<file path="src/rtl/mcdt_pkt_fmt.sv">
// Packet formatter: buffers arbiter words in a FIFO and frames them into
// header / payload / trailer packets, one source channel per packet.
module mcdt_pkt_fmt #(
  parameter int unsigned FIFO_DEPTH = 16,
  parameter int unsigned PKT_LEN    = 4,
  parameter int unsigned TIMEOUT    = 8
) (
  input  logic        clk_i,
  input  logic        rstn_i,
  input  logic [31:0] mcdt_data_i,
  input  logic        mcdt_val_i,
  input  logic [1:0]  mcdt_id_i,
  output logic [31:0] pkt_data_o,
  output logic        pkt_valid_o,
  input  logic        pkt_ready_i,
  output logic        pkt_sop_o,
  output logic        pkt_eop_o,
  output logic [5:0]  fifo_margin_o,
  output logic [15:0] drop_cnt_o
);

  localparam int unsigned AW = $clog2(FIFO_DEPTH);
  localparam int unsigned CW = AW + 1;
  localparam int unsigned DW = 32;
  localparam int unsigned IW = 2;
  localparam int unsigned EW = IW + DW;
  localparam int unsigned LW = 3;
  localparam int unsigned TW = 8;
  localparam int unsigned SW = 8;

  localparam logic [1:0] ST_IDLE = 2'd0;
  localparam logic [1:0] ST_HDR  = 2'd1;
  localparam logic [1:0] ST_PAY  = 2'd2;
  localparam logic [1:0] ST_TRL  = 2'd3;

  logic [EW-1:0] mem [FIFO_DEPTH];
  logic [AW-1:0] wr_ptr;
  logic [AW-1:0] rd_ptr;
  logic [CW-1:0] count;
  logic          full;
  logic          empty;
  logic          push;
  logic          pop;
  logic          drop;
  logic [IW-1:0] head_id;
  logic [DW-1:0] head_data;

  logic [1:0]    state_q, state_d;
  logic [IW-1:0] cur_id_q, cur_id_d;
  logic [SW-1:0] seq_q, seq_d;
  logic [LW-1:0] len_q, len_d;
  logic [TW-1:0] idle_q, idle_d;

  assign full      = (count == CW'(FIFO_DEPTH));
  assign empty     = (count == '0);
  assign head_id   = mem[rd_ptr][EW-1:DW];
  assign head_data = mem[rd_ptr][DW-1:0];

  // A full FIFO still accepts a word when the head leaves at the same edge.
  assign push = mcdt_val_i && (!full || pop);
  assign drop = mcdt_val_i && full && !pop;

  assign fifo_margin_o = 6'(FIFO_DEPTH) - 6'(count);

  always_ff @(posedge clk_i) begin
    if (push) begin
      mem[wr_ptr] <= {mcdt_id_i, mcdt_data_i};
    end
  end

  always_ff @(posedge clk_i or negedge rstn_i) begin
    if (!rstn_i) begin
      wr_ptr     <= '0;
      rd_ptr     <= '0;
      count      <= '0;
      drop_cnt_o <= '0;
    end else begin
      if (push) wr_ptr <= wr_ptr + AW'(1);
      if (pop)  rd_ptr <= rd_ptr + AW'(1);
      if (push && !pop) begin
        count <= count + CW'(1);
      end else if (pop && !push) begin
        count <= count - CW'(1);
      end
      if (drop && (drop_cnt_o != 16'hFFFF)) begin
        drop_cnt_o <= drop_cnt_o + 16'd1;
      end
    end
  end

  always_ff @(posedge clk_i or negedge rstn_i) begin
    if (!rstn_i) begin
      state_q  <= ST_IDLE;
      cur_id_q <= '0;
      seq_q    <= '0;
      len_q    <= '0;
      idle_q   <= '0;
    end else begin
      state_q  <= state_d;
      cur_id_q <= cur_id_d;
      seq_q    <= seq_d;
      len_q    <= len_d;
      idle_q   <= idle_d;
    end
  end

  // Next state and packet outputs; payload words are only offered for the packet's own channel.
  always_comb begin
    state_d     = state_q;
    cur_id_d    = cur_id_q;
    seq_d       = seq_q;
    len_d       = len_q;
    idle_d      = idle_q;
    pop         = 1'b0;
    pkt_valid_o = 1'b0;
    pkt_sop_o   = 1'b0;
    pkt_eop_o   = 1'b0;
    pkt_data_o  = '0;
    case (state_q)
      ST_IDLE: begin
        if (!empty) begin
          state_d  = ST_HDR;
          cur_id_d = head_id;
          len_d    = '0;
          idle_d   = '0;
        end
      end
      ST_HDR: begin
        pkt_valid_o = 1'b1;
        pkt_sop_o   = 1'b1;
        pkt_data_o  = {8'hA5, 6'd0, cur_id_q, 8'd0, seq_q};
        if (pkt_ready_i) state_d = ST_PAY;
      end
      ST_PAY: begin
        if (!empty && (head_id == cur_id_q)) begin
          pkt_valid_o = 1'b1;
          pkt_data_o  = head_data;
          if (pkt_ready_i) begin
            pop    = 1'b1;
            len_d  = len_q + LW'(1);
            idle_d = '0;
            if ((len_q + LW'(1)) == LW'(PKT_LEN)) state_d = ST_TRL;
          end
        end else if (!empty) begin
          state_d = ST_TRL;
        end else begin
          idle_d = idle_q + TW'(1);
          if ((idle_q + TW'(1)) == TW'(TIMEOUT)) state_d = ST_TRL;
        end
      end
      ST_TRL: begin
        pkt_valid_o = 1'b1;
        pkt_eop_o   = 1'b1;
        pkt_data_o  = {8'h5A, 21'd0, len_q};
        if (pkt_ready_i) begin
          seq_d   = seq_q + SW'(1);
          state_d = ST_IDLE;
        end
      end
      default: state_d = ST_IDLE;
    endcase
  end

endmodule

</file>
<file path="config.mk">
export PLATFORM = sky130hd
export DESIGN_NAME = mcdt_pkt_fmt
export DESIGN_NICKNAME = d
export VERILOG_FILES = /design/src/rtl/mcdt_pkt_fmt.sv
export SDC_FILE = /design/constraint.sdc
export NUM_CORES = 1
export LEC_CHECK = 0
export BUFFER_PORTS_ARGS = -buffer_cell sky130_fd_sc_hd__buf_2
export CORE_AREA = 2 2 260 211
export DETAILED_ROUTE_END_ITERATION = 10
export DIE_AREA = 0 0 262 213
export GPL_TIMING_DRIVEN = 0
export PLACE_DENSITY = 0.7
export SETUP_SLACK_MARGIN = 0.4
export SLEW_MARGIN = 20
export SYNTH_ARGS = -nofsm -noshare
export SYNTH_HDL_FRONTEND = slang
export SYNTH_SLANG_ARGS = --single-unit
</file>
<file path="constraint.sdc">
create_clock -name clk_i -period 5.5 [get_ports clk_i]
set_input_delay 0.825 -clock clk_i [delete_from_list [all_inputs] [get_ports clk_i]]
set_output_delay 0.825 -clock clk_i [all_outputs]
set_load 0.01 [all_outputs]
</file>
==> flow_summary.ini, run 1 <==
[timing]
hold_viol_final = 0
setup_tns_ns = 0
fin_crit_ns = 4.76
rsz0062_at_grt = no
setup_viol = 0
fin_crit_sh_pct = 86.5
max_slew_margin_pct = 33.6
tightest_slew_ns = 0.996
slew_viol_final = 0
max_clock_freq_mhz = 210
finalClockSkew_ns = 0.0189

[die]
chipWidth_um = 262
start_util_pct = 44.6
die_h_um = 213
dieArea_um2 = 55800
ios = 95
fp-row-count = 76
core_um2 = 53300

[clock_network]
cts_htree_levels = 2
root_buffer = clkbuf_16
cts_tree = yes
cts_buffers = 57
ctsHoldBuffers = 0
clock_latency_ns = 0.62
clk_pin_slew_ns = 0.06
cts.sinks = 596
cts_max_path_buffers = 3

[synth]
synth.avg_cell_area_um2 = 21.1
synth_most_common_cell = edfxtp_1
synth.distinct_cells = 55
synthCells = 1127
synth.ff_latch_count = 596
ys_async_sr_fraction_pct = 8.72
synth_area_leaders = edfxtp_1 (69%), mux4_2 (16%), dfrtp_1 (5.5%)
synth_top_area_share_pct = 68.8
syn_nets = 1187
yosys-top-cells-count = edfxtp_1 (544), mux4_2 (164), dfrtp_1 (52)
ys.flop_type = edfxtp_1
netlist_area_um2 = 23800
synth_edf_count = 544
yosysWarnings = 0
synth_seq_area_share_pct = 74.3
synth_area_leader_cell = edfxtp_1

[route]
drt_iter0_drc = 1186
wl_per_cell_um = 26.2
vias = 11700
wl_um = 53100
dr.pass1.iters = 8
ant_nets = 0
avgViaCountPerCell = 5.79
drc = 0

[final_layout]
fin_nets = 1342
multiInputGateArea_um2 = 5870
final_cell_area_um2 = 27000
drive_above_1_share_pct = 30.5
nFillCells = 4183
area_growth_syn_to_layout_pct = 13.7
seq_area_um2 = 17600

[worst_setup_path]
crit_arrival_ns = 3.93
crit_chain = buf_2, buf_2, mux4_2, mux2i_1, mux2i_4, xor2_2, nor4b_4, buf_2, a22oi_1, nor2_1, buf_2
max_stage_delay_ns = 0.52
cpMostUsedCell = buf_2
worstSetupEndpointType = primary output
ff2ff_path_depth = 17
cp_slowest_cell = nor4b_4
startpoint_type = flip-flop
crit_type = reg2out
required_ns = 4.68
path_max_fanout = 10

[placement]
place_congestion = 0.817
placed_area_um2 = 25200
dp_hpwl_um = 30200
portBuffers = 94

[grt]
grt_pass1_vias = 12000
grt_max_degree = 53
grt_use_total_pct = 19.4
grt_pass1_wl_um = 77800
grt_overflow_total = 0
antenna_found_initial = 2

[pwr]
powerDensity_nw_per_um2 = 513
vdd_ir_drop_max_uv = 245
leakagePower_nw = 9.19

[job]
maxCapViolations = 0

[hold_path]
hold_class = in2async

[run_status]
status = complete, no violations
-- placed cells by master, fill, tap and decap left out, types with 4 or more instances in the layout --
cell type  instances
a21o_1             6
a21oi_1           13
a22oi_1            8
a31oi_1            4
and3_1            21
and3_4            16
buf_2            112
buf_4              4
clkbuf_1          36
clkbuf_16         59
clkbuf_2           8
clkbuf_8           4
clkinv_1           7
clkinv_2          10
dfrtp_1           52
edfxtp_1         544
ha_1              21
inv_1             18
mux2_2             6
mux2i_1           11
mux4_2           164
nand2_1           35
nand3_1           23
nor2_1            28
nor2b_1            4
nor3_1            11
o211ai_1           4
o21ai_0            5
xnor2_1           17
xor2_1            18
-- worst max-delay path: cells and delay by family, from the launching register on --
| family | cells | cell delay (ns) |
|---|---|---|
| buffers and inverters | 4 | 1.09 |
| AND/OR/NAND/NOR | 2 | 0.88 |
| multiplexers | 3 | 0.69 |
| flip-flops | 1 | 0.34 |
| XOR/XNOR | 1 | 0.19 |
| AO/OA/AOI/OAI | 1 | 0.11 |
-- stage by stage --
| step | util [%] | hold WS, ns | cells | worst slack, ns | power (W) |
|---|---|---|---|---|---|
| 2_1_floorplan | - | 0.446 | 1127 | 1.85 | 0.00874 |
| 3_3_place_gp | 47.1 | 0.463 | 1923 | 0.413 | 0.0101 |
| 3_5_place_dp | 47.4 | 0.468 | 1925 | 1.12 | 0.0102 |
| 4_1_cts | 50.7 | 0.257 | 2028 | 0.446 | 0.0140 |
| 5_1_grt | 50.7 | 0.298 | 2028 | 0.554 | 0.0144 |
| 6_report | 50.7 | 0.255 | 2029 | 0.742 | 0.0138 |
-- kinds of logic after synthesis --
group,count (synthesis),synth area share [%]
flip-flops,596,74.3
multiplexers,184,16.6
AND/OR/NAND/NOR,161,3.62
buffers and inverters,72,1.38
AO/OA/AOI/OAI,56,1.64
XOR/XNOR,36,1.36
adder cells (fa/ha/maj),22,1.19
-- area by class of cell --
type	count	area share (%)
Sequential cell	596	65.3
Multi-Input combinational cell	459	21.7
Clock buffer	82	5.93
Tap cell	702	3.25
Timing Repair Buffer	96	1.90
Buffer	53	0.987
Clock inverter	21	0.648
Inverter	19	0.264
Antenna cell	1	0.00926
-- final timing paths --
kind | start | to | slack (ns)
setup / recovery | rd_ptr[1] | pkt_data_o[5] | 0.74
hold / removal | rstn_i | count[1] | 0.25
setup reg to reg | rd_ptr[1] | count[4] | 1.21
hold reg to reg | seq_q[7] | seq_q[7] | 0.48
max in group asynchronous | rstn_i | cur_id_q[1] | 4.79
min in group clk_i | seq_q[7] | seq_q[7] | 0.48
-- per-layer routing --
metal	share of wire, %	track usage, %	wire length [um]	vias to the layer above
li1	-	-	-	4970
met1	42	27.0	22500	6253
met2	49	31.1	25800	431
met3	6.8	4.07	3620	82
met4	2.2	5.96	1170	2
met5	0.023	0	12	-
-- power breakdown --
part / switching [W] / internal, W / leakage, nW
registers: 0.000224 / 0.00549 / 5.59
logic: 0.00240 / 0.00196 / 2.73
clock network: 0.00163 / 0.00215 / 0.875
-- timing repair --
| action | in CTS | in global routing |
|---|---|---|
| gates resized for setup | 0 | 12 |
| endpoints found under the setup margin | 0 | 10 |
| hold endpoints to repair | 0 | 0 |
| buffers inserted | 0 | 0 |
-- state kept, by name, indices dropped and copies added, names as in the netlist --
| name | flops |
|---|---|
| len_q | 3 |
| count | 5 |
| mem | 544 |
| idle_q | 8 |
| state_q | 2 |
| drop_cnt_o | 16 |
| rd_ptr | 4 |
| cur_id_q | 2 |
| seq_q | 8 |
| wr_ptr | 4 |
Note: power is estimated with default switching activity, not from simulation.
==> run 2: changes to the inputs <==
==> constraint.sdc (replaced) <==
create_clock -name clk_i -period 4.4 [get_ports clk_i]
set_input_delay 0.66 -clock clk_i [delete_from_list [all_inputs] [get_ports clk_i]]
set_output_delay 0.66 -clock clk_i [all_outputs]
set_load 0.01 [all_outputs]
==> flow_summary.ini, run 2 (same netlist as run 1, synthesis figures left out) <==
[pwr]
pwr-share-clk_pct = 26.5
vdd_ir_drop_max_uv = 338
p_switching_w = 0.00547
leakagePower_nw = 9.38
power_frac_seq_pct = 40.1
intPower_w = 0.0124
pwr-share-comb_pct = 33.4
powerDensity_nw_per_um2 = 648
swShare_pct = 30.7

[clock_network]
cts_tree = yes
clk_pin_slew_ns = 0.06
cts_max_path_buffers = 3
ctsHoldBuffers = 0
cts.sinks = 596
root_buffer = clkbuf_16
cts_htree_levels = 2
clock_latency_ns = 0.62
cts_buffers = 57

[timing]
max_clock_freq_mhz = 246
tightest_slew_ns = 0.914
max_slew_margin_pct = 39.0
fin_crit_sh_pct = 92.3
finalClockSkew_ns = 0.0201
fin_crit_ns = 4.06
setup_viol = 0
slew_viol_final = 0
hold_viol_final = 0
rsz0062_at_grt = yes

[route]
wl_um = 53400
dr.pass1.iters = 8
vias = 11900
drt_iter0_drc = 1299
ant_nets = 0
avgViaCountPerCell = 5.79
drc = 0
wl_per_cell_um = 26.1

[final_layout]
max_flop_register = mem
final_cell_mix = edfxtp_1 (544), mux4_2 (164), buf_2 (95), clkbuf_16 (59), dfrtp_1 (50)
final_cell_area_um2 = 27500
fin_nets = 1360
final_common_cell = edfxtp_1
area_growth_syn_to_layout_pct = 15.8
final_cells = 2047
largestRegisters = mem (544), drop_cnt_o (16)
drive_above_1_share_pct = 33.8
largest_reg_flops = 544
multiInputGateArea_um2 = 5990
nFillCells = 4116
seq_area_um2 = 17600

[worst_setup_path]
required_ns = 3.74
startpoint_type = flip-flop
cp_slowest_cell = mux4_2
crit_chain = buf_8, mux4_2, a211oi_4, nor3_4, nor4b_4, buf_6, clkbuf_4, o31a_1, buf_2
crit_type = reg2out
cp_num_buf_inv = 4
max_stage_delay_ns = 0.53
cp_top_family = buffers and inverters
path_max_fanout = 10
worstSetupEndpointType = primary output
crit_arrival_ns = 3.40

[grt]
antenna_found_initial = 3
grt_overflow_total = 0
met3_usage_pct = 3.98
grt_util_met2_pct = 31.0
grt-busiest-layer = met2
grt_max_degree = 53
grt_pass1_wl_um = 78000
grt_use_total_pct = 19.4
met1_usage_pct = 27.1
grt_pass1_vias = 12100

[run_status]
status = complete, no violations

[placement]
placed_area_um2 = 25200
dp_hpwl_um = 30200
portBuffers = 94
dp_cells = 1925
place_congestion = 0.817

[die]
dieArea_um2 = 55800
start_util_pct = 44.6
fp-row-count = 76
chipWidth_um = 262
core_um2 = 53300
die_h_um = 213
ios = 95

[hold_path]
hold_class = in2async

[job]
maxCapViolations = 0
## run 2: cell count changes in the layout (fill, tap and decap cells not counted), moves of 7 or more
cell,before,now
nor2_2,0,7
buf_4,4,25
nor2_1,28,21
buf_6,3,13
buf_2,112,95
clkbuf_1,36,28
## run 2: per-layer routing
layer / routed length [um] / up-vias / share of wire, %
li1: - / 5011 / -
met1: 22400 / 6319 / 42
met2: 26000 / 435 / 49
met3: 3690 / 90 / 6.9
met4: 1250 / 2 / 2.3
met5: 12 / - / 0.022
## run 2: repair_timing
item,4_1_cts,5_1_grt
pin swaps,5,13
gates resized for setup,68,46
setup buffers,9,9
setup endpoints to repair,35,35
endpoints found under the hold margin,0,0
## run 2: layout make-up
type,instances,area share (%)
Clock buffer,82,5.83
Sequential cell,596,64.1
Buffer,53,1.67
Clock inverter,21,0.637
Antenna cell,1,0.00910
Multi-Input combinational cell,459,21.8
Timing Repair Buffer,114,2.47
Inverter,19,0.287
Tap cell,702,3.19
## run 2: metrics by stage
| stage | setup slack, ns | hold slack, ns | setup TNS, ns | utilization [%] | power [W] |
|---|---|---|---|---|---|
| global placement | -0.687 | 0.463 | -264.09 | 47.1 | 0.0126 |
| detailed placement | 0.151 | 0.468 | 0 | 47.4 | 0.0127 |
| finish | 0.340 | 0.0855 | 0 | 51.6 | 0.0178 |
| global route | 0.250 | 0.138 | 0 | 51.6 | 0.0186 |
| CTS | 0.358 | 0.0921 | 0 | 51.2 | 0.0177 |
| floorplan | 0.755 | 0.364 | 0 | - | 0.0109 |
## run 2: final timing paths
check                            start     endpoint  slack [ns]  depth (start not counted)
max                          rd_ptr[0]  pkt_valid_o        0.34                          9
min                             rstn_i     count[1]        0.09                          1
max reg2reg                  rd_ptr[0]     count[4]        0.51                         16
min reg2reg                   seq_q[7]     seq_q[7]        0.49                          1
max in group asynchronous       rstn_i    rd_ptr[3]        3.81                          1
min in group clk_i         pkt_ready_i     seq_q[2]        0.37                          3
## run 2: power by group through the flow
stage          Combinational [W]  Clock (W)  Sequential (W)
2_1_floorplan            0.00373          0         0.00719
3_3_place_gp             0.00536          0         0.00725
3_5_place_dp             0.00549          0         0.00725
4_1_cts                  0.00573    0.00479         0.00714
5_1_grt                  0.00632    0.00503         0.00720
6_report                 0.00596    0.00473         0.00715
